==> config.mk <==
export PLATFORM = sky130hd
export DESIGN_NAME = config_chain_loader_flat
export DESIGN_NICKNAME = d
export VERILOG_FILES = /design/src/rtl/config_chain_loader_if.sv /design/src/rtl/config_chain_loader.sv /design/src/flat_wrapper.sv
export SDC_FILE = /design/constraint.sdc
export NUM_CORES = 1
export LEC_CHECK = 0
export ABC_AREA = 1
export BUFFER_PORTS_ARGS = -buffer_cell sky130_fd_sc_hd__buf_2
export CAP_MARGIN = 20
export CORE_MARGIN = 2
export CORE_UTILIZATION = 45
export CTS_CLUSTER_SIZE = 24
export DETAILED_ROUTE_END_ITERATION = 8
export PLACE_DENSITY = 0.72
export SLEW_MARGIN = 5
export SYNTH_ARGS = -nofsm -noshare
export SYNTH_HDL_FRONTEND = slang
export SYNTH_SLANG_ARGS = --single-unit
==> constraint.sdc <==
create_clock -name clock -period 1.5 [get_ports clock]
set_input_delay 0.3 -clock clock [delete_from_list [all_inputs] [get_ports clock]]
set_output_delay 0.3 -clock clock [all_outputs]
set_load 0.02 [all_outputs]
==> src/rtl/config_chain_loader_if.sv <==
// Host-side bitstream word handshake for config_chain_loader.
interface config_chain_loader_if #(
  parameter int WORD_WIDTH = 8
);
  logic [WORD_WIDTH-1:0] word_data;
  logic                  word_valid;
  logic                  word_ready;

  modport master (output word_data, output word_valid, input  word_ready);
  modport slave  (input  word_data, input  word_valid, output word_ready);
endinterface

==> src/rtl/config_chain_loader.sv <==
// Serialises host bitstream words MSB-first onto the tile config shift chain.
// Optional CONFIG_READBACK_EN streams the displaced chain contents back as readback words.
module config_chain_loader #(
  parameter int WORD_WIDTH   = 8,
  parameter int CHAIN_LENGTH = 96,
  parameter int COUNT_WIDTH  = $clog2(CHAIN_LENGTH+1)
) (
  input  logic                  clock,
  input  logic                  nreset,
  input  logic                  start,
  input  logic                  abort,
  config_chain_loader_if.slave  host,
  output logic                  chain_data,
  output logic                  chain_enable,
  input  logic                  chain_return,
  output logic                  busy,
  output logic                  done
`ifdef CONFIG_READBACK_EN
  ,
  output logic [WORD_WIDTH-1:0] readback_data,
  output logic                  readback_valid
`endif
);
  localparam int NW = $clog2(WORD_WIDTH+1);

  typedef enum logic [1:0] {IDLE, WAIT_WORD, SHIFT, DONE} state_t;

  state_t                 state;
  logic [COUNT_WIDTH-1:0] bits_left;
  logic [NW-1:0]          word_cnt;
  logic [WORD_WIDTH-1:0]  shreg;
  logic                   partial;
  logic                   last_bit;
  logic                   accept;
  logic                   kill;

  // Final word may carry fewer chain bits than a full word; only its top bits go out.
  assign partial  = 32'(bits_left) < WORD_WIDTH;
  assign last_bit = word_cnt == NW'(1);
  assign accept   = host.word_valid && host.word_ready;
  assign kill     = abort && (state != IDLE);

  always_ff @(posedge clock or negedge nreset) begin
    if (!nreset) begin
      state           <= IDLE;
      bits_left       <= '0;
      word_cnt        <= '0;
      shreg           <= '0;
      host.word_ready <= 1'b0;
      chain_data      <= 1'b0;
      chain_enable    <= 1'b0;
      busy            <= 1'b0;
      done            <= 1'b0;
    end else if (kill) begin
      state           <= IDLE;
      host.word_ready <= 1'b0;
      chain_data      <= 1'b0;
      chain_enable    <= 1'b0;
      busy            <= 1'b0;
      done            <= 1'b0;
    end else begin
      case (state)
        IDLE, DONE: if (start) begin
          state           <= WAIT_WORD;
          bits_left       <= COUNT_WIDTH'(CHAIN_LENGTH);
          done            <= 1'b0;
          busy            <= 1'b1;
          host.word_ready <= 1'b1;
        end
        WAIT_WORD: if (accept) begin
          state           <= SHIFT;
          shreg           <= host.word_data;
          word_cnt        <= partial ? NW'(bits_left) : NW'(WORD_WIDTH);
          chain_data      <= host.word_data[WORD_WIDTH-1];
          chain_enable    <= 1'b1;
          host.word_ready <= 1'b0;
        end
        SHIFT: begin
          bits_left <= bits_left - COUNT_WIDTH'(1);
          if (last_bit) begin
            chain_enable <= 1'b0;
            chain_data   <= 1'b0;
            if (bits_left == COUNT_WIDTH'(1)) begin
              state <= DONE;
              done  <= 1'b1;
              busy  <= 1'b0;
            end else begin
              state           <= WAIT_WORD;
              host.word_ready <= 1'b1;
            end
          end else begin
            word_cnt   <= word_cnt - NW'(1);
            shreg      <= {shreg[WORD_WIDTH-2:0], 1'b0};
            chain_data <= shreg[WORD_WIDTH-2];
          end
        end
        default: state <= IDLE;
      endcase
    end
  end

`ifdef CONFIG_READBACK_EN
  localparam int IW = $clog2(WORD_WIDTH);

  logic [WORD_WIDTH-1:0] rb_sr;
  logic [WORD_WIDTH-1:0] rb_next;
  logic [IW-1:0]         rb_idx;

  // Returned bits fill from the MSB down so a short final word comes out left-aligned.
  always_comb begin
    rb_next         = rb_sr;
    rb_next[rb_idx] = chain_return;
  end

  always_ff @(posedge clock or negedge nreset) begin
    if (!nreset) begin
      rb_sr          <= '0;
      rb_idx         <= '0;
      readback_data  <= '0;
      readback_valid <= 1'b0;
    end else begin
      readback_valid <= 1'b0;
      if (kill) begin
        rb_sr <= '0;
      end else if (state == WAIT_WORD && accept) begin
        rb_sr  <= '0;
        rb_idx <= IW'(WORD_WIDTH-1);
      end else if (chain_enable) begin
        rb_idx <= rb_idx - IW'(1);
        if (last_bit) begin
          readback_data  <= rb_next;
          readback_valid <= 1'b1;
        end else begin
          rb_sr <= rb_next;
        end
      end
    end
  end
`else
  logic unused_chain_return;
  assign unused_chain_return = chain_return;
`endif

endmodule

==> src/flat_wrapper.sv <==
// flat-port wrapper written by rule: the top's interface ports become plain ports
module config_chain_loader_flat 
#(
  parameter int WORD_WIDTH   = 8,
  parameter int CHAIN_LENGTH = 96,
  parameter int COUNT_WIDTH  = $clog2(CHAIN_LENGTH+1)
)
  (clock, nreset, start, abort, chain_data, chain_enable, chain_return, busy, done, host_word_data, host_word_valid, host_word_ready);
  config_chain_loader_if #(.WORD_WIDTH(WORD_WIDTH)) host_i ();
  input  logic clock;
  input  logic nreset;
  input  logic start;
  input  logic abort;
  output logic chain_data;
  output logic chain_enable;
  input  logic chain_return;
  output logic busy;
  output logic done;
  input wire logic [$bits(host_i.word_data)-1:0] host_word_data;
  input wire logic [$bits(host_i.word_valid)-1:0] host_word_valid;
  output wire logic [$bits(host_i.word_ready)-1:0] host_word_ready;
  assign host_i.word_data = host_word_data;
  assign host_i.word_valid = host_word_valid;
  assign host_word_ready = host_i.word_ready;
  config_chain_loader #(.WORD_WIDTH(WORD_WIDTH), .CHAIN_LENGTH(CHAIN_LENGTH), .COUNT_WIDTH(COUNT_WIDTH)) u_core (.clock(clock), .nreset(nreset), .start(start), .abort(abort), .host(host_i), .chain_data(chain_data), .chain_enable(chain_enable), .chain_return(chain_return), .busy(busy), .done(done));
endmodule
Word level (Yosys, flattened, before mapping) --
Cells that the tools add are included.
Operators by class: add/sub/neg operators 2, multiply operators 0, div/mod/pow operators 0, magnitude comparators 1, equality and inequality tests 13, shift operators 0, mux-type cells 38, bitwise logic cells 1, reduce and logical (&&, ||, !) cells 16
Operators with widths (number):
- one-hot mux 7 bit (2 select lines) | 2
- two-way mux 7 bit | 3
- two-way mux 1 bit | 18
- two-way mux 4 bit | 3
- AND reduction 4 bit | 3
- two-way mux 2 bit | 5
- != test 3 x 1 -> 1 bit, second input constant | 3
- AND reduction 3 bit | 3
- one-hot mux 1 bit (2 select lines) | 4
- one-hot mux 4 bit (2 select lines) | 1
- == test 7 x 1 -> 1 bit, second input constant | 1
- less-than comparator 7 x 4 -> 1 bit, second input constant | 1
- subtractor 7 x 1 -> 7 bit, second input constant | 1
- != test 3 x 2 -> 1 bit, second input constant | 2
- one-hot mux 2 bit (3 select lines) | 1
- nonzero test 2 bit | 3
- nonzero test 3 bit | 2
- == test 2 bit, second input constant | 2
- == test 4 x 1 -> 1 bit, second input constant | 1
- != test 2 bit, second input constant | 2
- subtractor 4 x 1 -> 4 bit, second input constant | 1
- one-hot mux 1 bit (3 select lines) | 1
- == test 2 x 1 -> 1 bit, second input constant | 1
- logical AND 1 bit | 2
- 5 further kinds | 5
Storage, ports and cells: bits in registers 25, bits in latches 0, RAM bits 0, memory bits (read-only) 0, output and inout port bits 5, word-level logic and storage cells 80, memories kept 0

Depth between registers and ports, before layout --
Gate-level depths: netlist of run 1.
word-level depth 5, depth in mapped cells 11, gate-level depth less buffers 11

Worst setup path after synthesis of run 1 --
OpenSTA, ideal clock, no wires.
path type register to register, start point reg u_core.state[0], end point reg u_core.bits_left[4], library setup time 0.129 ns, data arrival time 1.367 ns, setup slack 0.005 ns, cell stages (with the launch flop) 10, path buffers 0, clock period less this slack 1.495 ns, path through dfrtp_1 -> inv_1 -> ha_1 -> inv_1 -> nand2_1 -> nand2_1 -> nand2_2 -> inv_1 -> nand2_1 -> a21boi_0
On the way: word-level cells in the longest chain between the ends 4, elaborated cells between the ends (all ways) 11, those cells by class eq/ne: 3; mux: 1; bitwise: 1; reduce/logical: 6
RTL lines:
- start: declaration | line config_chain_loader.sv:28 | state_t state;
- start signal: assignment | line config_chain_loader.sv:45 | state <= IDLE;
- start signal: assignment | line config_chain_loader.sv:55 | state <= IDLE;
- start signal: assignment | line config_chain_loader.sv:64 | state <= WAIT_WORD;
- == test 2 bit (tied with other cells) | line config_chain_loader.sv:62 | case (state)
- OR reduction 2 bit / logical AND 1 bit (equally long branches) | line config_chain_loader.sv:62, config_chain_loader.sv:41
- != test 2 bit (no source line) (tied with other cells)
- AND reduction 3 bit (no source line)
- end signal: assignment | line config_chain_loader.sv:65 | bits_left <= COUNT_WIDTH'(CHAIN_LENGTH);
- end signal: assignment | line config_chain_loader.sv:79 | bits_left <= bits_left - COUNT_WIDTH'(1);
- end: declaration | line config_chain_loader.sv:29 | logic [COUNT_WIDTH-1:0] bits_left;
Parallel ways exist; a longest one is shown, timed or not. A chain may end at the register's enable or synchronous reset.

Final worst setup path of run 1 --
start point reg u_core.state[0], end point reg u_core.shreg[0]
On the way: word-level cells in the longest chain between the ends 4, elaborated cells between the ends (all ways) 10, those cells by class eq/ne: 4; mux: 1; bitwise: 1; reduce/logical: 4
RTL lines:
- parallel branches: the longest is 4 deep, another holds AND reduction 4 bit
- end signal: assignment | line config_chain_loader.sv:72 | shreg <= host.word_data;
- end signal: assignment | line config_chain_loader.sv:93 | shreg <= {shreg[WORD_WIDTH-2:0], 1'b0};
- end: declaration | line config_chain_loader.sv:31 | logic [WORD_WIDTH-1:0] shreg;
Parallel ways; which one is timed is not known.

==> results of run 1 <==
==> cell usage after synthesis <==
cell type	count
dfrtp_1	25
nor2_2	1
o21ai_0	22
o21bai_1	1
nor2_4	1
buf_4	2
inv_1	26
buf_2	2
nor2_1	18
a21boi_0	1
nor3b_1	1
nand2_2	2
o22ai_1	1
a21oi_1	2
nand3_1	18
nand3b_1	2
nor3_1	1
nand2_1	66
xor2_1	2
nand4_1	2
ha_1	7
o21a_1	1
==> flip-flops by register name (all words and copies together), names as in the netlist <==
signal and flops:
u_core.bits_left 7, u_core.busy 1, u_core.chain_data 1, u_core.chain_enable 1, u_core.done 1, u_core.host.word_ready 1
u_core.shreg 7, u_core.state 2, u_core.word_cnt 4
==> layout by cell type (no fill, tap or decap), drive strengths merged, types with 2 or more instances in the layout <==
cell     n
a21oi    2
buf     50
clkbuf   4
dfrtp   25
ha       7
inv     26
nand2   68
nand3   18
nand3b   2
nand4    2
nor2    20
o21ai   22
xor2     2
==> final timing paths <==
| path | start | end | slack (ps) | cells past startpoint |
|---|---|---|---|---|
| min | host_word_data[0] | u_core.shreg[0] | 210 | 3 |
| min in group asynchronous | nreset | u_core.word_cnt[0] | 490 | 2 |
| max reg2reg | u_core.state[0] | u_core.shreg[0] | -50 | 12 |
| max in group asynchronous | nreset | u_core.bits_left[1] | 640 | 2 |
| min reg2reg | u_core.shreg[5] | u_core.shreg[5] | 500 | 2 |
| max | u_core.state[0] | u_core.shreg[0] | -50 | 12 |
==> cell type report <==
cell class / count / area, um^2
clock buffers: 4 / 26.3
fillers: 255 / 952
inverters: 26 / 108
multi-input cells: 149 / 907
flip-flops and latches: 25 / 626
well taps: 44 / 55.1
repair buffers: 51 / 404
==> stage by stage <==
step / util / TNS (ps) / cell area (um^2)
global route: 0.691 / -1870 / 2130
floorplan: - / 0 / 1480
global placement: 0.575 / -1360 / 1770
finish: 0.691 / -367 / 2130
CTS: 0.643 / -721 / 1980
detailed placement: 0.575 / -2200 / 1770
==> power by group <==
| part | total (mW) | switching, mW | internal (mW) |
|---|---|---|---|
| Sequential | 1.18 | 0.180 | 0.996 |
| Clock | 0.307 | 0.203 | 0.104 |
| Combinational | 3.75 | 1.98 | 1.77 |
| Total | 5.24 | 2.36 | 2.87 |
==> per-layer routing <==
layer / vias to the layer above / track usage / share of wire
met4: 0 / 0.0466 / 0.014
li1: 752 / - / -
met5: - / 0 / 0
met3: 6 / 0.0441 / 0.027
met1: 697 / 0.274 / 0.47
met2: 22 / 0.366 / 0.49
==> cells by family after synthesis <==
| group | after synthesis | synth area share |
|---|---|---|
| AND/OR/NAND/NOR | 112 | 0.322 |
| buffers and inverters | 30 | 0.0830 |
| AO/OA/AOI/OAI | 28 | 0.101 |
| flip-flops | 25 | 0.423 |
| adder cells (fa/ha/maj) | 7 | 0.0593 |
| XOR/XNOR | 2 | 0.0119 |
==> worst reg2reg max path, delay by kind of cell (launching register included) <==
kind / cells / cell delay (ps)
flops: 1 / 410
simple gates: 6 / 450
compound gates: 1 / 50
buf+inv: 4 / 400
fa+ha+maj: 1 / 170
==> what timing repair did <==
| action | 4_1_cts | 5_1_grt |
|---|---|---|
| hold endpoints to repair | 25 | 0 |
| setup buffers | 8 | 2 |
| setup endpoints to repair | 24 | 25 |
| hold buffers | 1 | 0 |
| gates resized for setup | 29 | 40 |
| gates cloned | 1 | 0 |
| pin swaps | 7 | 12 |
==> metrics.yaml, run 1 <==
status: "finished, violations left"
violations: "setup timing"
crit_type: "flip-flop to flip-flop"
antenna_cells: 0
ys_seq_area_frac: 0.423
insertion_delay_ps: 320
cp-start-kind: "flip-flop"
grt_max_degree: 26
crit_chain: "inv_2 > ha_4 > inv_4 > nand2_8 > nand2_4 > nand2_2 > nand2_2 > nor2_4 > buf_12 > buf_12 > nand3_2 > o21ai_2"
crit_family: "simple AND/OR/NAND/NOR gates"
place.gp.congestion: 0.881
end_kind: "flip-flop"
layout_setup_ws_ps: -50.4
grtUsageTotal: 0.212
fmax_mhz: 645
dp_hpwl_um: 2290
routed_via_density: 4.94
pwr_density_cell_nw_per_um2: 2460
skew_ps: 4.42
synthTopCellsByArea: "dfrtp_1 (42%), nand2_1 (17%), o21ai_0 (7.5%), inv_1 (6.6%), nand3_1 (6.1%)"
finalPower_mw: 5.24
drc: 0
ios: 19
drt-total-wl_um: 3470
drive_above_1_share: 0.384
core_um2: 3080
die_x_um: 61.3
cts_buffer_depth: 2
syn_avg_cell_area_um2: 7.24
min_period_ps: 1550
synth.yosys.warnings: 0
leakagePower_nw: 1.07
ant_nets: 0
clk_pin_slew_ps: 140
fin_crit_sh: 1.03
yosysTopAreaCellShare: 0.423
port_buffers: 17
cp_data_required_time_ps: 1770
cts_buffers: 3
slew_headroom: 0.622
setup_viol: 12
hold_class: "input port to flip-flop"
fin_nets: 277
synth_area_um2: 1480
drt_iter0_markers: 83
grt_pass1_wl_um: 6010
htreeDepth: 1
max_cap_violations: 0
synth_nets: 225
area_delta_synth_final_pct: 43.9
tightest_slew_ps: 567
dr.pass1.iters: 4
tritoncts: "built"
place_inst: 283
cp.arrival_ps: 1820
initial_core_util: 0.480
grt_pass1_vias: 1440
whs_ps: 213
num_vias: 1477
max-vdd-ir-drop_v: 0.000855
syn_inst: 204
crit_path_top_delay_cell: "dfrtp_1"
path_max_fanout: 6
ys_seq_elements: 25
grt_remaining_overflow: 0
die_h_um: 61.3
wl_per_cell_um: 11.6
drv_slew: 0
rsz0062_at_grt: "true"
row_count: 20
hold_viol_final: 0
post-place-ws_ps: -146
grt_antenna_before_repair: 0
synth_cell_types: 22
synth_top_cell_by_area: "dfrtp_1"
crit_buf_inv: 4
dieArea_um2: 3760
cts_sinks: 25
fin_cells: 299
critPathMaxStageDelay_ps: 410
root_buffer: "clkbuf_4"
(Power assumes the default switching activity.)
==> run 2: changes to the inputs <==
- REMOVE_ABC_BUFFERS: unset -> 1
==> metrics.yaml, run 2 (same netlist as run 1, synthesis figures left out) <==
status: "finished, violations left"
violations: "setup timing"
crit_start: "u_core.state[0]"
cp_data_required_time_ps: 1740
r2r-start: "u_core.state[0]"
tritoncts: "built"
antenna_cells: 0
max-vdd-ir-drop_v: 0.00110
fmax_mhz: 651
pwr_density_cell_nw_per_um2: 2400
drt_iter0_markers: 44
clk_pin_slew_ps: 150
final_common_cell: "nand2_1"
die_h_um: 61.3
row_count: 20
cp.arrival_ps: 1780
drive_above_1_share: 0.387
end_kind: "flip-flop"
place.gp.congestion: 0.780
crit_path_top_delay_cell: "dfrtp_1"
insertion_delay_ps: 310
grt_max_degree: 26
root_buffer: "clkbuf_4"
mostFrequentLayoutCells: "nand2_1 (49), dfrtp_1 (25), inv_1 (19)"
r2r_cells: 11
rsz0062_at_grt: "true"
hold_viol_final: 0
grt_antenna_before_repair: 0
dieArea_um2: 3760
grtUsageTotal: 0.184
slew_headroom: 0.611
htreeDepth: 1
critPathMaxStageDelay_ps: 410
crit_buf_inv: 3
drt-total-wl_um: 3340
skew_ps: 7.33
tightest_slew_ps: 583
setup_viol: 7
die_x_um: 61.3
port_buffers: 17
hold_class: "input port to flip-flop"
cts_buffers: 3
area_delta_synth_final_pct: 39.6
top_regs: "u_core.bits_left x7, u_core.shreg x7, u_core.word_cnt x4"
core_um2: 3080
cpMostUsedCell: "nand2_2"
leakagePower_nw: 1.02
dp_hpwl_um: 2310
cts_buffer_depth: 2
layout_setup_ws_ps: -36.9
cp.depth: 11
timing.rr.end: "u_core.shreg[0]"
ant_nets: 0
crit_family: "simple AND/OR/NAND/NOR gates"
wl_per_cell_um: 11.6
initial_core_util: 0.480
path_max_fanout: 7
n_fill_cell: 272
grt_remaining_overflow: 0
cts_sinks: 25
tns_ps: -92.8
cp-start-kind: "flip-flop"
max_cap_violations: 0
drv_slew: 0
endpoint: "u_core.shreg[0]"
dr.pass1.iters: 4
grt_pass1_wl_um: 5290
finalPower_mw: 4.95
rrSetupSlack_ps: -40
min_period_ps: 1540
drc: 0
fin_crit_sh: 1.02
grt_pass1_vias: 1283
ios: 19
crit_type: "flip-flop to flip-flop"
routed_via_density: 4.86
num_vias: 1395
fin_nets: 265
crit_chain: "inv_2 > ha_4 > inv_4 > nand2_8 > nand2_4 > nand2_2 > nand2_2 > nor2_4 > buf_6 > nand3_2 > o21ai_1"
==> run 2: changes by cell type in the layout (fill, tap and decap cells not counted), moves of 2 or more <==
cell,change
o21ai_2,-3
buf_4,-11
nand3_1,-3
buf_6,+3
buf_12,-3
o21ai_0,-2
nand3_2,+2
nor2_1,-3
nor2_4,+4
o21ai_1,+5
==> run 2: where the power goes <==
part	internal, mW	switching [mW]
clock network	0.0995	0.205
registers	0.996	0.186
logic	1.48	1.98
==> run 2: layout make-up <==
cell class | count | area [um^2] | share of cell area
clock buffer | 3 | 22.5 | 0.0109
clock inverter | 1 | 5.00 | 0.00243
inverter | 26 | 110 | 0.0534
multi-input combinational | 149 | 977 | 0.474
sequential | 25 | 626 | 0.303
tap | 44 | 55.1 | 0.0267
timing repair buffer | 39 | 268 | 0.130
==> run 2: per-layer routing <==
| metal | GRT usage | share of wire | vias up |
|---|---|---|---|
| met2 | 0.315 | 0.50 | 14 |
| met1 | 0.251 | 0.47 | 658 |
| li1 | - | - | 721 |
| met3 | 0.0252 | 0.021 | 2 |
| met5 | 0 | 0 | - |
| met4 | 0.0373 | 0.0042 | 0 |
==> run 2: worst register-to-register path, delay by kind of cell (launching register included) <==
kind / cells / cell delay (ps)
AND/OR/NAND/NOR: 6 / 490
AO/OA/AOI/OAI: 1 / 80
flip-flops: 1 / 410
adder cells (fa/ha/maj): 1 / 180
buffers and inverters: 3 / 320
==> run 2: what timing repair did <==
item                                   4_1_cts  5_1_grt
endpoints found under the hold margin       25        0
pin swaps                                    5       17
setup endpoints to repair                   23       25
hold buffers                                 1        0
buffers inserted                             2        2
gates resized for setup                     27       62
==> run 2: per-stage QoR <==
step / hold slack, ps / util / instances / setup slack [ps] / area [um^2]
2_1_floorplan: 4.41 / - / 200 / -309 / 1450
3_3_place_gp: 325 / 0.559 / 278 / -61.7 / 1720
3_5_place_dp: 330 / 0.559 / 278 / -119 / 1720
4_1_cts: 218 / 0.601 / 285 / -14.0 / 1850
5_1_grt: 211 / 0.670 / 287 / -111 / 2060
6_report: 229 / 0.670 / 287 / -36.9 / 2060
==> run 2: worst min-delay path by stage <==
| stage | start | to | slack (ps) | cells after the start |
|---|---|---|---|---|
| detailed placement | nreset | u_core.state[0] | 330 | 1 |
| global route | host_word_data[0] | u_core.shreg[0] | 210 | 3 |
| finish | host_word_data[0] | u_core.shreg[0] | 230 | 3 |
| floorplan | nreset | u_core.bits_left[0] | 4 | 0 |
| CTS | host_word_data[0] | u_core.shreg[0] | 220 | 3 |
| global placement | nreset | u_core.state[0] | 320 | 1 |
==> run 3: changes to the inputs <==
- PLACE_DENSITY: 0.72 -> 0.7
- clock period: 1.5 -> 1.8 ns (I/O delays scaled with it)
==> metrics.yaml, run 3 (same netlist as run 1, synthesis figures left out) <==
pwr_density_cell_nw_per_um2: 1830
crit_chain: "inv_1 > ha_2 > inv_1 > nand2_2 > nand2_1 > nand2_1 > nand2_1 > nor2_4 > buf_6 > nand2_1 > o21ai_0"
skew_ps: 5.08
drv_slew: 0
drt_iter0_markers: 47
status: "finished, final reports clean"
critPathMaxStageDelay_ps: 430
tightest_slew_ps: 559
port_buffers: 17
hold_class: "input port to async pin"
crit_type: "flip-flop to flip-flop"
tns_ps: 0
cp-start-kind: "flip-flop"
cp_data_required_time_ps: 2030
cts_sinks: 25
htreeDepth: 1
drive_above_1_share: 0.150
drc: 0
rrSetupSlack_ps: 150
insertion_delay_ps: 310
grt_max_degree: 26
max_cap_violations: 0
max-vdd-ir-drop_v: 0.000729
clk_pin_slew_ps: 130
crit_path_top_delay_cell: "dfrtp_1"
grt_pass1_vias: 1117
hold_viol_final: 0
grtUsageTotal: 0.170
top_regs: "u_core.bits_left x7, u_core.shreg x7, u_core.word_cnt x4"
core_um2: 3080
initial_core_util: 0.480
grt_remaining_overflow: 0
mostFrequentLayoutCells: "nand2_1 (66), inv_1 (25), dfrtp_1 (25)"
cpMostUsedCell: "nand2_1"
slew_headroom: 0.628
finalPower_mw: 3.06
root_buffer: "clkbuf_4"
tritoncts: "built"
cts_buffers: 3
leakagePower_nw: 0.887
grt_pass1_wl_um: 4810
area_delta_synth_final_pct: 13.4
cp.arrival_ps: 1880
final_common_cell: "nand2_1"
antenna_cells: 0
wl_per_cell_um: 10.4
drt-total-wl_um: 2810
num_vias: 1294
routed_via_density: 4.77
die_h_um: 61.3
row_count: 20
fin_crit_sh: 0.916
end_kind: "flip-flop"
min_period_ps: 1650
path_max_fanout: 10
die_x_um: 61.3
rsz0062_at_grt: "false"
dieArea_um2: 3760
fmax_mhz: 606
cts_buffer_depth: 2
grt_antenna_before_repair: 0
ios: 19
ant_nets: 0
whs_ps: 19.8
dp_hpwl_um: 2120
dr.pass1.iters: 4
setup_viol: 0
fin_nets: 249
place.gp.congestion: 0.822
[run 3: power by group]
part	internal [mW]	switching, mW	leakage [nW]
registers	0.830	0.149	0.312
logic	0.685	1.15	0.560
clock network	0.0864	0.157	0.0150
[run 3: metal layers]
metal,up-vias,part of all wire,track usage
met5,-,0,0
met4,0,0.011,0.0559
met3,4,0.022,0.0189
met2,18,0.44,0.264
met1,579,0.53,0.248
li1,693,-,-
[run 3: worst paths after layout]
kind	start	to	depth (start not counted)
min in group clock	host_word_data[0]	u_core.shreg[0]	3
max in group asynchronous	nreset	u_core.chain_enable	1
max reg2reg	u_core.state[1]	u_core.shreg[3]	11
max	u_core.state[1]	u_core.shreg[3]	11
min reg2reg	u_core.shreg[5]	u_core.shreg[5]	2
min	nreset	u_core.word_cnt[0]	1
[run 3: cell type report]
cell class              instances  area (um^2)
fillers                       318         1400
well taps                      44         55.1
flip-flops and latches         25          626
inverters                      26         97.6
clock buffers                   4         26.3
repair buffers                 23          134
multi-input cells             149          737
[run 3: worst max-delay path: cells and delay by family, from the launching register on]
kind / cells / cell delay (ps)
AO/OA/AOI/OAI: 1 / 70
AND/OR/NAND/NOR: 6 / 560
buffers and inverters: 3 / 310
flip-flops: 1 / 430
adder cells (fa/ha/maj): 1 / 200
[run 3: stage by stage]
stage,cell area (um^2),instances,util,setup slack [ps]
after floorplan,1450,200,-,-8.52
after global placement,1620,265,0.527,118
after detailed placement,1620,265,0.527,87.1
after CTS,1650,269,0.536,61.8
after global routing,1680,271,0.544,6.15
final,1680,271,0.544,151
[run 3: what timing repair did]
action / CTS / global route
hold buffers: 0 / 0
gates resized for setup: 0 / 5
endpoints found under the setup margin: 0 / 16
setup buffers: 0 / 2
